$ cat config.mk
export PLATFORM = sky130hd
export DESIGN_NAME = mem_port_arbiter_flat
export DESIGN_NICKNAME = d
export VERILOG_FILES = /design/src/rtl/mem_arb_pkg.sv /design/src/rtl/mem_port_arbiter_if.sv /design/src/rtl/mem_lane_align.sv /design/src/rtl/mem_port_arbiter.sv /design/src/flat_wrapper.sv
export SDC_FILE = /design/constraint.sdc
export NUM_CORES = 1
export LEC_CHECK = 0
export CAP_MARGIN = 20
export CORE_MARGIN = 4
export CORE_UTILIZATION = 40
export DETAILED_ROUTE_END_ITERATION = 8
export PLACE_DENSITY = 0.83
export SLEW_MARGIN = 20
export SYNTH_ARGS = -nofsm -noshare
export SYNTH_HDL_FRONTEND = slang
export SYNTH_SLANG_ARGS = --single-unit
export TNS_END_PERCENT = 100
$ cat constraint.sdc
create_clock -name clk -period 2.72 [get_ports clk]
set_input_delay 0.544 -clock clk [delete_from_list [all_inputs] [get_ports clk]]
set_output_delay 0.544 -clock clk [all_outputs]
set_load 0.02 [all_outputs]
$ cat src/rtl/mem_arb_pkg.sv
// Shared types and constants for the memory port arbiter.
// Size codes are byte counts from the MEM stage.
package mem_arb_pkg;

  typedef enum logic [1:0] {
    IDLE,
    DATA,
    FETCH
  } state_t;

  localparam logic [2:0] SZ_NONE = 3'd0;
  localparam logic [2:0] SZ_BYTE = 3'd1;
  localparam logic [2:0] SZ_HALF = 3'd2;
  localparam logic [2:0] SZ_WORD = 3'd4;

  localparam int DEF_TIMEOUT = 64;

endpackage

$ cat src/rtl/mem_port_arbiter_if.sv
// Single-port memory bus between the arbiter (master)
// and the memory (slave).
interface mem_port_arbiter_if #(
  parameter int ADDR_W = 32
);
  logic              m_req;
  logic              m_we;
  logic [3:0]        m_be;
  logic [ADDR_W-3:0] m_addr;
  logic [31:0]       m_wdata;
  logic              m_ack;
  logic [31:0]       m_rdata;

  modport master (
    output m_req, m_we, m_be, m_addr, m_wdata,
    input  m_ack, m_rdata
  );

  modport slave (
    input  m_req, m_we, m_be, m_addr, m_wdata,
    output m_ack, m_rdata
  );
endinterface

$ cat src/rtl/mem_lane_align.sv
// Byte-lane steering for data accesses: byte enables,
// replicated store data and the alignment fault flag.
module mem_lane_align
  import mem_arb_pkg::*;
(
  input  logic [2:0]  read_size,
  input  logic [2:0]  write_size,
  input  logic [1:0]  addr_lo,
  input  logic [31:0] wdata,
  output logic [3:0]  be,
  output logic [31:0] lane_wdata,
  output logic        we,
  output logic        misalign
);

  logic [2:0] sz;

  always_comb begin
    be         = 4'b0000;
    lane_wdata = wdata;
    misalign   = (read_size != SZ_NONE) &&
                 (write_size != SZ_NONE);
    we         = (write_size != SZ_NONE);
    sz         = (read_size != SZ_NONE) ?
                 read_size : write_size;
    unique case (sz)
      SZ_NONE: ;
      SZ_BYTE: begin
        be         = 4'b0001 << addr_lo;
        lane_wdata = {4{wdata[7:0]}};
      end
      SZ_HALF: begin
        be         = addr_lo[1] ? 4'b1100 : 4'b0011;
        lane_wdata = {2{wdata[15:0]}};
        if (addr_lo[0]) misalign = 1'b1;
      end
      SZ_WORD: begin
        be = 4'b1111;
        if (addr_lo != 2'b00) misalign = 1'b1;
      end
      default: misalign = 1'b1;
    endcase
  end

endmodule

$ cat src/rtl/mem_port_arbiter.sv
// Fetch/data arbiter onto one memory port, data first.
// Define MEM_ARB_TIMEOUT_EN for the m_ack watchdog.
module mem_port_arbiter
  import mem_arb_pkg::*;
#(
  parameter int ADDR_W  = 32,
  parameter int TIMEOUT = DEF_TIMEOUT
) (
  input  logic              clk,
  input  logic              rst_n,
  input  logic              if_req,
  input  logic [ADDR_W-1:0] if_addr,
  output logic              if_valid,
  output logic [31:0]       if_rdata,
  input  logic [2:0]        d_read_size,
  input  logic [2:0]        d_write_size,
  input  logic [ADDR_W-1:0] d_addr,
  input  logic [31:0]       d_wdata,
  output logic              d_done,
  output logic [31:0]       d_rdata,
  output logic              d_misalign,
  output logic              d_stall,
  output logic              bus_err,
  mem_port_arbiter_if.master mem
);

  state_t            state_q, state_d;
  logic              req_q, req_d, we_q, we_d;
  logic [3:0]        be_q, be_d;
  logic [ADDR_W-3:0] addr_q, addr_d;
  logic [31:0]       wdata_q, wdata_d;
  logic              done_q, done_d;
  logic              valid_q, valid_d;
  logic              mis_q, mis_d;
  logic [31:0]       drd_q, drd_d, ird_q, ird_d;
  logic              fin;
  logic              d_any;
  logic [3:0]        lane_be;
  logic [31:0]       lane_wdata;
  logic              lane_we, lane_mis;

  assign d_any = |(d_read_size | d_write_size);

  mem_lane_align u_align (
    .read_size  (d_read_size),
    .write_size (d_write_size),
    .addr_lo    (d_addr[1:0]),
    .wdata      (d_wdata),
    .be         (lane_be),
    .lane_wdata (lane_wdata),
    .we         (lane_we),
    .misalign   (lane_mis)
  );

`ifdef MEM_ARB_TIMEOUT_EN
  localparam int WD_W = $clog2(TIMEOUT + 1);
  localparam logic [WD_W-1:0] WD_LAST =
    WD_W'(TIMEOUT - 1);
  logic [WD_W-1:0] wd_q, wd_d;
  logic            err_q, err_d;
`else
  wire unused_cfg = &{1'b0, (TIMEOUT > 0)};
`endif

  wire unused_addr = &{1'b0, if_addr[1:0]};

  always_comb begin
    state_d = state_q;
    req_d   = req_q;
    we_d    = we_q;
    be_d    = be_q;
    addr_d  = addr_q;
    wdata_d = wdata_q;
    done_d  = 1'b0;
    valid_d = 1'b0;
    mis_d   = 1'b0;
    drd_d   = drd_q;
    ird_d   = ird_q;
    fin     = 1'b0;
    unique case (state_q)
      IDLE: begin
        // the held request is not resampled in its done cycle
        if (d_any && !done_q) begin
          if (lane_mis) begin
            mis_d  = 1'b1;
            done_d = 1'b1;
          end else begin
            state_d = DATA;
            req_d   = 1'b1;
            we_d    = lane_we;
            be_d    = lane_be;
            addr_d  = d_addr[ADDR_W-1:2];
            wdata_d = lane_wdata;
          end
        end else if (if_req) begin
          state_d = FETCH;
          req_d   = 1'b1;
          we_d    = 1'b0;
          be_d    = 4'b1111;
          addr_d  = if_addr[ADDR_W-1:2];
        end
      end
      DATA, FETCH: begin
        if (mem.m_ack) begin
          fin = 1'b1;
          if (state_q == DATA) drd_d = mem.m_rdata;
          else                 ird_d = mem.m_rdata;
        end
      end
      default: state_d = IDLE;
    endcase
`ifdef MEM_ARB_TIMEOUT_EN
    wd_d  = '0;
    err_d = 1'b0;
    if (state_q != IDLE && !mem.m_ack) begin
      if (wd_q == WD_LAST) begin
        fin   = 1'b1;
        err_d = 1'b1;
      end else begin
        wd_d = wd_q + WD_W'(1);
      end
    end
`endif
    if (fin) begin
      state_d = IDLE;
      req_d   = 1'b0;
      we_d    = 1'b0;
      be_d    = 4'b0000;
      done_d  = (state_q == DATA);
      valid_d = (state_q == FETCH);
    end
  end

  always_ff @(posedge clk or negedge rst_n) begin
    if (!rst_n) begin
      state_q <= IDLE;
      req_q   <= 1'b0;
      we_q    <= 1'b0;
      be_q    <= 4'b0000;
      addr_q  <= '0;
      wdata_q <= '0;
      done_q  <= 1'b0;
      valid_q <= 1'b0;
      mis_q   <= 1'b0;
      drd_q   <= '0;
      ird_q   <= '0;
    end else begin
      state_q <= state_d;
      req_q   <= req_d;
      we_q    <= we_d;
      be_q    <= be_d;
      addr_q  <= addr_d;
      wdata_q <= wdata_d;
      done_q  <= done_d;
      valid_q <= valid_d;
      mis_q   <= mis_d;
      drd_q   <= drd_d;
      ird_q   <= ird_d;
    end
  end

`ifdef MEM_ARB_TIMEOUT_EN
  always_ff @(posedge clk or negedge rst_n) begin
    if (!rst_n) begin
      wd_q  <= '0;
      err_q <= 1'b0;
    end else begin
      wd_q  <= wd_d;
      err_q <= err_d;
    end
  end
  assign bus_err = err_q;
`else
  assign bus_err = 1'b0;
`endif

  assign mem.m_req   = req_q;
  assign mem.m_we    = we_q;
  assign mem.m_be    = be_q;
  assign mem.m_addr  = addr_q;
  assign mem.m_wdata = wdata_q;
  assign d_done      = done_q;
  assign d_misalign  = mis_q;
  assign d_rdata     = drd_q;
  assign if_valid    = valid_q;
  assign if_rdata    = ird_q;
  assign d_stall     = d_any && !done_q;

endmodule
$ cat src/flat_wrapper.sv
// flat-port wrapper written by rule: the top's interface ports become plain ports
module mem_port_arbiter_flat import mem_arb_pkg::*;
#(
  parameter int ADDR_W  = 32,
  parameter int TIMEOUT = DEF_TIMEOUT
)
  (clk, rst_n, if_req, if_addr, if_valid, if_rdata, d_read_size, d_write_size, d_addr, d_wdata, d_done, d_rdata, d_misalign, d_stall, bus_err, mem_m_req, mem_m_we, mem_m_be, mem_m_addr, mem_m_wdata, mem_m_ack, mem_m_rdata);
  mem_port_arbiter_if #(.ADDR_W(ADDR_W)) mem_i ();
  input  logic clk;
  input  logic rst_n;
  input  logic if_req;
  input  logic [ADDR_W-1:0] if_addr;
  output logic if_valid;
  output logic [31:0] if_rdata;
  input  logic [2:0] d_read_size;
  input  logic [2:0] d_write_size;
  input  logic [ADDR_W-1:0] d_addr;
  input  logic [31:0] d_wdata;
  output logic d_done;
  output logic [31:0] d_rdata;
  output logic d_misalign;
  output logic d_stall;
  output logic bus_err;
  output wire logic [$bits(mem_i.m_req)-1:0] mem_m_req;
  output wire logic [$bits(mem_i.m_we)-1:0] mem_m_we;
  output wire logic [$bits(mem_i.m_be)-1:0] mem_m_be;
  output wire logic [$bits(mem_i.m_addr)-1:0] mem_m_addr;
  output wire logic [$bits(mem_i.m_wdata)-1:0] mem_m_wdata;
  input wire logic [$bits(mem_i.m_ack)-1:0] mem_m_ack;
  input wire logic [$bits(mem_i.m_rdata)-1:0] mem_m_rdata;
  assign mem_m_req = mem_i.m_req;
  assign mem_m_we = mem_i.m_we;
  assign mem_m_be = mem_i.m_be;
  assign mem_m_addr = mem_i.m_addr;
  assign mem_m_wdata = mem_i.m_wdata;
  assign mem_i.m_ack = mem_m_ack;
  assign mem_i.m_rdata = mem_m_rdata;
  mem_port_arbiter #(.ADDR_W(ADDR_W), .TIMEOUT(TIMEOUT)) u_core (.clk(clk), .rst_n(rst_n), .if_req(if_req), .if_addr(if_addr), .if_valid(if_valid), .if_rdata(if_rdata), .d_read_size(d_read_size), .d_write_size(d_write_size), .d_addr(d_addr), .d_wdata(d_wdata), .d_done(d_done), .d_rdata(d_rdata), .d_misalign(d_misalign), .d_stall(d_stall), .bus_err(bus_err), .mem(mem_i));
endmodule
Yosys cells after proc, flatten, opt, wreduce, memory -nomap -nowiden
Index checks and enable logic that the tools add are counted.
W data, S select, Z words.
Word-level totals
  flip-flop bits (word level): 137
  bits in latches: 0
  memory bits (writable): 0
  bits in read-only memories: 0
  input bits: 138
  output and inout port bits: 137
  word-level logic and storage cells: 82
  memories kept: 0
Cells by class
  add/subtract/negate cells: 0
  multipliers: 0
  divide/modulo/power cells: 0
  order comparisons: 0
  equal/unequal tests: 10
  shift-type cells: 1
  mux-type cells: 37
  bitwise logic cells: 3
  reduce and logical (&&, ||, !) cells: 20
Operators by type and width (number)
  $mux W30: 3
  $pmux W32 S2: 1
  $mux W4: 6
  $mux W1: 19
  $reduce_and A3 Y1: 6
  $pmux W4 S3: 1
  $reduce_bool A3 Y1: 3
  $mux W2: 4
  $ne A4 B3 Y1 const B: 2
  $reduce_bool A2 Y1: 3
  $pmux W2 S2: 1
  $reduce_or A2 Y1: 2
  $shl A1 B2 Y4 const A: 1
  $eq A3 B1 Y1 const B: 1
  $eq A3 B2 Y1 const B: 1
  $eq A3 B3 Y1 const B: 1
  $logic_not A3 Y1: 1
  $mux W3: 1
  $ne A3 B2 Y1 const B: 1
  $or A3 B3 Y3: 1
  $pmux W1 S3: 1
  $reduce_or A3 Y1: 1
  $eq A2 B1 Y1 const B: 1
  $eq A2 B2 Y1 const B: 1
  other kinds (6): 8

Longest topological paths before layout
Gate-level depths: netlist of the first run.
  word-level depth: 9
  gate-level depth with buffers: 8
  depth with buffers taken out: 6

Modules after synthesis
A second synthesis of the first run with hierarchy kept.
Second synthesis, totals
  cells, all modules: 464
  area total of the unflattened synthesis: 6012.0 um2
By module, submodules not included
  mem_port_arbiter: instances 1, cells each 388, area each 5452.7 um2
  mem_lane_align: instances 1, cells each 76, area each 559.3 um2

Worst setup path before layout of the first run
No wires, ideal clock.
  path kind: input to register
  start: input port d_read_size[1]
  end: register u_core.wdata_q[0] (netlist: u_core.mem.m_wdata[0])
  setup time: 0.125 ns
  data arrival time: 1.900 ns
  required time: 2.595 ns
  path slack: 0.695 ns
  cell stages on the path: 6
  path buffers: 2
  cell sequence: buf_4 > nor3_4 > xnor2_1 > a311oi_2 > buf_4 > mux2_2
On the way
  longest elaborated chain between the ends: 7
  elaborated cells between the ends (all ways): 16
  classes of those cells: eq/ne (3); mux (4); bitwise (2); reduce/logical (7)
RTL lines
  start: declaration: RTL line flat_wrapper.sv:15  | input logic [2:0] d_read_size;
  $reduce_bool A3 Y1: RTL line mem_lane_align.sv:21, mem_lane_align.sv:24
  $mux W3: RTL line mem_lane_align.sv:24  | sz = (read_size != SZ_NONE) ?
  $eq A3 B1 Y1 / $logic_not A3 Y1 (equally long branches): RTL line mem_lane_align.sv:26  | unique case (sz)
  $reduce_or A2 Y1 (no line)
  $pmux W1 S3: RTL line mem_lane_align.sv:26
  $not A1 Y1 (no line)
  $reduce_and A3 Y1 (no line) (*)
  end signal: assignment: RTL line mem_port_arbiter.sv:153  | wdata_q <= wdata_d;
  end: declaration: RTL line mem_port_arbiter.sv:31  | logic [31:0] wdata_q, wdata_d;
Mark *: on every way between the ends. The rest lies on a longest branch, timed or not.
A chain may end at the register's enable or synchronous reset.

Worst setup path in the final report of the first run
  start: input port d_read_size[0]
  end: register u_core.wdata_q[18] (netlist: u_core.mem.m_wdata[18])
On the way
  longest elaborated chain between the ends: 7
  elaborated cells between the ends (all ways): 17
  classes of those cells: eq/ne (3); mux (5); bitwise (2); reduce/logical (7)
RTL lines (RTL line)
  $reduce_bool A3 Y1: mem_lane_align.sv:21, mem_lane_align.sv:24
  $mux W3: mem_lane_align.sv:24
  $eq A3 B1 Y1 / $logic_not A3 Y1 (equally long branches): mem_lane_align.sv:26
  $reduce_or A2 Y1 (no line)
  $pmux W1 S3: mem_lane_align.sv:26
  $not A1 Y1 (no line)
  $reduce_and A3 Y1 (no line)
Parallel ways exist; a longest one is shown, timed or not.

==> impl_metrics.csv, run 1 <==
group,metric,value,unit
run_status,status,"finished, final reports clean",
clock_tree,cts.clk_slew.worst_paths,0.06,ns
grt,grt_overflow,0,
clock_tree,numClockSinks,137,
sta,maxSlewViolCount,0,
synthesis,ys_types,44,
die,io_pins,275,
layout,final_util,0.645,
place,numPortBuffers,271,
synthesis,netlist_instances,493,
setup_path,critical_path_buf_inv_count,4,
grt,first_global_vias,5733,
detailed_routing,wire_per_inst,18.2,um
detailed_routing,dr.pass1.iters,5,
place,place.gp.congestion,0.899,
layout,finalInstanceArea,0.00978,mm2
die,coreArea,0.0151,mm2
grt,antenna_found_initial,0,
sta,skew,0.00866,ns
sta,finalHoldViolCount,0,
sta,max_freq,423,MHz
setup_path,critPathRequiredTime,3.06,ns
clock_tree,clock_path_buffers,2,
setup_path,cp_max_fo,23,
place,dpl_cell_area,0.00922,mm2
worst_hold_path,min-delay-path-class,"input pin to async pin",
layout,antenna_cells,0,
setup_path,crit_arrival,2.70,ns
detailed_routing,drt_iter0_markers,153,
synthesis,synth-async-reset-ratio,1.00,
synthesis,synthFlopType,"dfrtp_1",
setup_path,path_cells,"clkdlybuf4s50_1, buf_4, nor3_1, o21ai_1, a311oi_4, buf_12, buf_4, nor2_1, a21oi_1",
die,die_w,132,um
place,dp_cells,946,
clock_tree,clk_latency,0.42,ns
clock_tree,cts_buffers,17,
grt,grt_max_degree,73,
setup_path,cp_slowest_stage_delay,0.56,ns
sta,holdWs,0.129,ns
clock_tree,cts_tree,"yes",
place,post-dp-hpwl,13.5,mm
layout,layout-drive-gt1-share,0.225,
layout,seq_area,0.00343,mm2
setup_path,r2r_slack,0.52,ns
setup_path,cp_top_family,"buffers and inverters",
setup_path,cp-start-kind,"input pin",
die,start_util,0.408,
detailed_routing,drc,0,
sta,worst_pin_slew,0.814,ns
sta,finalCritPeriodShare,0.868,
detailed_routing,totalWireLength,17.8,mm
synthesis,syn_nets,634,
layout,final_net_count,918,
setup_path,end_kind,"register",
synthesis,avgSynthCellArea,12.5,um2
grt,grt_pass1_wl,29.4,mm
sta,period_minus_slack,2.36,ns
setup_path,crit_top_cell,"buf_4",
layout,multi_input_area,0.00257,mm2
sta,maxSlewHeadroom,0.457,
sta,setup_violations,0,
layout,stdcell_count,978,
synthesis,synth-warning-count,0,
run,max-cap-violations,0,
synthesis,synth-seq-cells,137,
sta,grt_setup_unrepaired,"false",
die,die_y,132,um
detailed_routing,vias_per_cell,5.14,
power,powerDensity,1200,mW/mm2
setup_path,worstSetupPathType,"input pin to register",
synthesis,synth_edf_count,0,
synthesis,synth.cell_area,0.00618,mm2
die,dieArea,0.0175,mm2
clock_tree,cts_setup_buffers,0,
clock_tree,cts_max_level,4,
detailed_routing,antenna_left,0,
clock_tree,clockRootBuffer,"clkbuf_16",
power,p_total,11.7,mW
power,p_leak,4.24,nW
grt,grtUsageTotal,0.209,
clock_tree,cts_hold_buffers,0,
setup_path,cpMaxStageDelayCell,"clkdlybuf4s50_1",
detailed_routing,vias,5024,
synthesis,ys_seq_area_frac,0.555,
clock_tree,cts_resized,0,
layout,nFillCells,1111,
power,ir_drop,0.000688,V
layout,area_growth,58.2,%
die,row_count,45,
[layout by cell type (no fill, tap or decap), types with 2 or more instances in the layout]
cell	count
clkbuf_16	17
buf_12	4
nor2_1	31
nor3_4	2
ha_1	3
a31oi_1	9
o21a_1	3
o21ai_2	30
clkdlybuf4s50_1	269
nand2_1	12
nor3_1	2
nor3b_2	2
o21ai_0	7
clkinvlp_4	2
dfrtp_1	137
clkinv_4	5
o31ai_1	5
buf_4	24
o21ai_1	3
or2_2	3
mux2i_1	46
o21ba_2	3
nand2b_1	3
a22oi_1	8
clkinv_2	2
nand3_1	32
inv_6	4
a21oi_1	25
mux2_2	71
inv_1	4
[layer usage]
layer / share of wire / wire [um] / track usage / vias to the layer above
met5: 0 / 0 / 0 / -
met4: 0.022 / 385 / 0.0722 / 0
met3: 0.095 / 1690 / 0.0889 / 32
met2: 0.51 / 8990 / 0.366 / 208
met1: 0.38 / 6700 / 0.229 / 2441
li1: - / - / - / 2343
[logic make-up (layout without fill, tap and decap cells)]
family	Yosys count	in the layout	synth area share
flip-flops	137	137	0.555
AO/OA/AOI/OAI	103	103	0.123
multiplexers	118	118	0.206
XOR/XNOR	1	1	0.00142
buffers and inverters	38	335	0.0336
other	1	1	0.000607
AND/OR/NAND/NOR	92	92	0.0743
adder cells (fa/ha/maj)	3	3	0.00608
[power by group]
part | leakage, nW | internal (mW) | switching (mW)
clock network | 0.270 | 1.21 | 0.927
registers | 1.66 | 3.04 | 0.550
logic | 2.31 | 3.00 | 2.95
total | 4.24 | 7.25 | 4.43
[cell type report]
class | count | area share
Inverter | 4 | 0.00154
Tap cell | 188 | 0.0241
Sequential cell | 137 | 0.351
Clock buffer | 18 | 0.0449
Timing Repair Buffer | 299 | 0.304
Multi-Input combinational cell | 318 | 0.263
Clock inverter | 14 | 0.0118
[stage by stage]
step                      setup TNS, ns  setup WS [ns]
after floorplan                       0          0.695
after global placement                0         0.0317
after detailed placement         -0.912        -0.0455
after CTS                             0         0.0528
after global routing                  0          0.216
final                                 0          0.358
[worst register-to-register path: cells and delay by family, from the launching register on]
kind	cells	cell delay [ns]
adders and majority gates	1	0.41
muxes	1	0.44
buffers and inverters	1	0.08
DFF	1	0.38
and+or+nand+nor	2	0.78
[path summary, 6_finish.rpt]
path | startpoint | cells after the start | endpoint
min | rst_n | 1 | u_core.mem.m_addr[12]
max reg2reg | u_core.state_q[0] | 5 | u_core.if_rdata[25]
min reg2reg | u_core.mem.m_req | 1 | u_core.mem.m_req
max | d_read_size[0] | 9 | u_core.mem.m_wdata[18]
max in group asynchronous | rst_n | 2 | u_core.mem.m_wdata[19]
min in group clk | u_core.mem.m_req | 1 | u_core.mem.m_req
[sequential cells by signal (all words and copies together) (netlist names)]
register and cells:
u_core.d_rdata 32, u_core.if_rdata 32, u_core.mem.m_wdata 32, u_core.mem.m_addr 30, u_core.mem.m_be 4, u_core.state_q 2
u_core.d_done 1, u_core.d_misalign 1, u_core.if_valid 1, u_core.mem.m_req 1, u_core.mem.m_we 1
[Yosys cell counts (2+ instances only)]
master / number / share of area
o21ai_1: 3 / 0.0024
nor2_1: 31 / 0.019
clkbuf_1: 7 / 0.0043
buf_1: 3 / 0.0018
a21oi_1: 25 / 0.020
o21ba_2: 3 / 0.0049
ha_1: 3 / 0.0061
a22oi_1: 8 / 0.0097
o21ai_2: 30 / 0.043
nor3_1: 2 / 0.0016
o31ai_1: 5 / 0.0061
buf_4: 4 / 0.0049
nand2_1: 12 / 0.0073
mux2_2: 71 / 0.13
o21ai_0: 7 / 0.0057
buf_2: 16 / 0.013
nor3_4: 2 / 0.0053
nor2_2: 2 / 0.0020
a31oi_1: 9 / 0.0091
mux2i_1: 46 / 0.075
inv_1: 4 / 0.0024
nand3_1: 32 / 0.026
dfrtp_1: 137 / 0.55
nand2b_1: 3 / 0.0030
nor3b_2: 2 / 0.0040
buf_6: 4 / 0.0073
o21a_1: 3 / 0.0036
or2_2: 3 / 0.0030
No activity file was read; power rests on OpenSTA's default activity.
==> run 2: changes to the inputs <==
--- a/config.mk
+++ b/config.mk
@@ -5,11 +5,12 @@
 export SDC_FILE = /design/constraint.sdc
 export NUM_CORES = 1
 export LEC_CHECK = 0
+export ABC_CLOCK_PERIOD_IN_PS = 2720
 export CAP_MARGIN = 20
 export CORE_MARGIN = 4
 export CORE_UTILIZATION = 40
 export DETAILED_ROUTE_END_ITERATION = 8
-export PLACE_DENSITY = 0.83
+export PLACE_DENSITY = 0.77
 export SLEW_MARGIN = 20
 export SYNTH_ARGS = -nofsm -noshare
 export SYNTH_HDL_FRONTEND = slang
==> run 2 against run 1 <==
Power rose by 1.1%. Critical path depth fell by 5. Utilization rose by 0.41 points. Global-route usage fell by 0.46 points. Combinational power barely moved. Sequential cell count did not move. Clock skew fell by 0.0033 ns. Clock-buffer cell count rose by 1. Die area did not move. Non-clock buffer count rose by 1. Wire length rose by 0.30%. Critical path type is now input pin to primary output. Critical endpoint is now d_stall. Largest cell class unchanged.
==> impl_metrics.csv, run 2 (synthesis gave the netlist of run 1 again) <==
group,metric,value,unit
sta,skew,0.00540,ns
clock_tree,clk_latency,0.42,ns
layout,area_growth,59.2,%
layout,layout-drive-gt1-share,0.225,
layout,final_net_count,919,
setup_path,reg2reg_depth,5,
die,dieArea,0.0175,mm2
clock_tree,cts_buffers,17,
clock_tree,clockRootBuffer,"clkbuf_16",
power,ir_drop,0.000703,V
die,die_y,132,um
die,start_util,0.408,
die,coreArea,0.0151,mm2
detailed_routing,antenna_left,0,
setup_path,worstSetupPathType,"input pin to primary output",
setup_path,r2r-start,"u_core.state_q[1]",
grt,antenna_found_initial,0,
detailed_routing,dr.pass1.iters,4,
layout,final_common_cell,"clkdlybuf4s50_1",
die,die_w,132,um
run,max-cap-violations,0,
clock_tree,numClockSinks,137,
detailed_routing,drc,0,
setup_path,crit_arrival,2.12,ns
setup_path,critPathLaunch,"d_read_size[1]",
detailed_routing,wire_per_inst,18.2,um
place,place.gp.congestion,0.831,
setup_path,end_kind,"primary output",
die,io_pins,275,
power,p_leak,4.27,nW
setup_path,cp-start-kind,"input pin",
die,row_count,45,
sta,finalCritPeriodShare,0.981,
layout,layout_common_cells,"clkdlybuf4s50_1 (269), dfrtp_1 (137), mux2_2 (71)",
grt,grt_pass1_wl,28.7,mm
detailed_routing,drt_iter0_markers,176,
power,p_total,11.8,mW
sta,fin_setup_tns,0,ns
sta,grt_setup_unrepaired,"false",
sta,finalWorstSetupSlack,0.0529,ns
setup_path,critPathRequiredTime,2.18,ns
sta,max_freq,375,MHz
clock_tree,cts.clk_slew.worst_paths,0.06,ns
detailed_routing,vias,5075,
clock_tree,cts_max_level,4,
setup_path,cp_max_fo,7,
clock_tree,clock_path_buffers,2,
sta,maxSlewHeadroom,0.445,
run_status,status,"finished, final reports clean",
grt,grt_max_degree,53,
sta,period_minus_slack,2.67,ns
grt,grt_overflow,0,
clock_tree,cts_hold_buffers,0,
place,post-place-ws,-0.121,ns
sta,worst_pin_slew,0.832,ns
clock_tree,cts_resized,0,
sta,maxSlewViolCount,0,
clock_tree,cts_setup_buffers,0,
detailed_routing,totalWireLength,17.8,mm
clock_tree,cts_tree,"yes",
power,powerDensity,1200,mW/mm2
grt,grtUsageTotal,0.205,
place,post-dp-hpwl,13.5,mm
sta,finalHoldViolCount,0,
detailed_routing,vias_per_cell,5.18,
grt,first_global_vias,5585,
sta,setup_violations,0,
worst_hold_path,min-delay-path-class,"input pin to async pin",
place,numPortBuffers,271,
layout,antenna_cells,0,
sta,holdWs,0.0581,ns
-- run 2: cell type report --
type / count / area [um2]
clock buffers: 19 / 443
fillers: 1136 / 5310
inverters: 4 / 15.0
multi-input cells: 318 / 2570
repair buffers: 300 / 3010
well taps: 188 / 235
flip-flops and latches: 137 / 3430
clock inverters: 13 / 141
-- run 2: stage by stage --
stage	utilization	area, um2	std cells
floorplan	-	6180	493
global route	0.650	9840	979
finish	0.650	9840	979
global placement	0.611	9250	947
CTS	0.649	9840	979
detailed placement	0.611	9250	947
-- run 2: worst paths after layout --
| kind | slack (ns) | to |
|---|---|---|
| setup / recovery | 0.05 | d_stall |
| hold / removal | 0.06 | u_core.mem.m_addr[11] |
| setup reg to reg | 0.52 | u_core.if_rdata[3] |
| hold reg to reg | 0.49 | u_core.mem.m_req |
| max in group asynchronous | 1.98 | u_core.mem.m_wdata[26] |
| min in group clk | 0.49 | u_core.mem.m_req |
-- run 2: critical path, cell delays in order --
cell	delay, ns
clkdlybuf4s50_1	0.65
nor3_4	0.10
a21oi_4	0.17
clkdlybuf4s50_1	0.65
-- run 2: metal layers --
| metal | part of all wire | global-route usage |
|---|---|---|
| met1 | 0.38 | 0.224 |
| met2 | 0.50 | 0.349 |
| met3 | 0.097 | 0.0893 |
| met4 | 0.024 | 0.0849 |
| met5 | 0 | 0 |
-- run 2: power breakdown --
part / switching, mW / internal (mW) / total [mW]
logic: 2.98 / 2.99 / 5.97
registers: 0.536 / 3.05 / 3.58
clock network: 0.884 / 1.38 / 2.26
total: 4.40 / 7.42 / 11.8
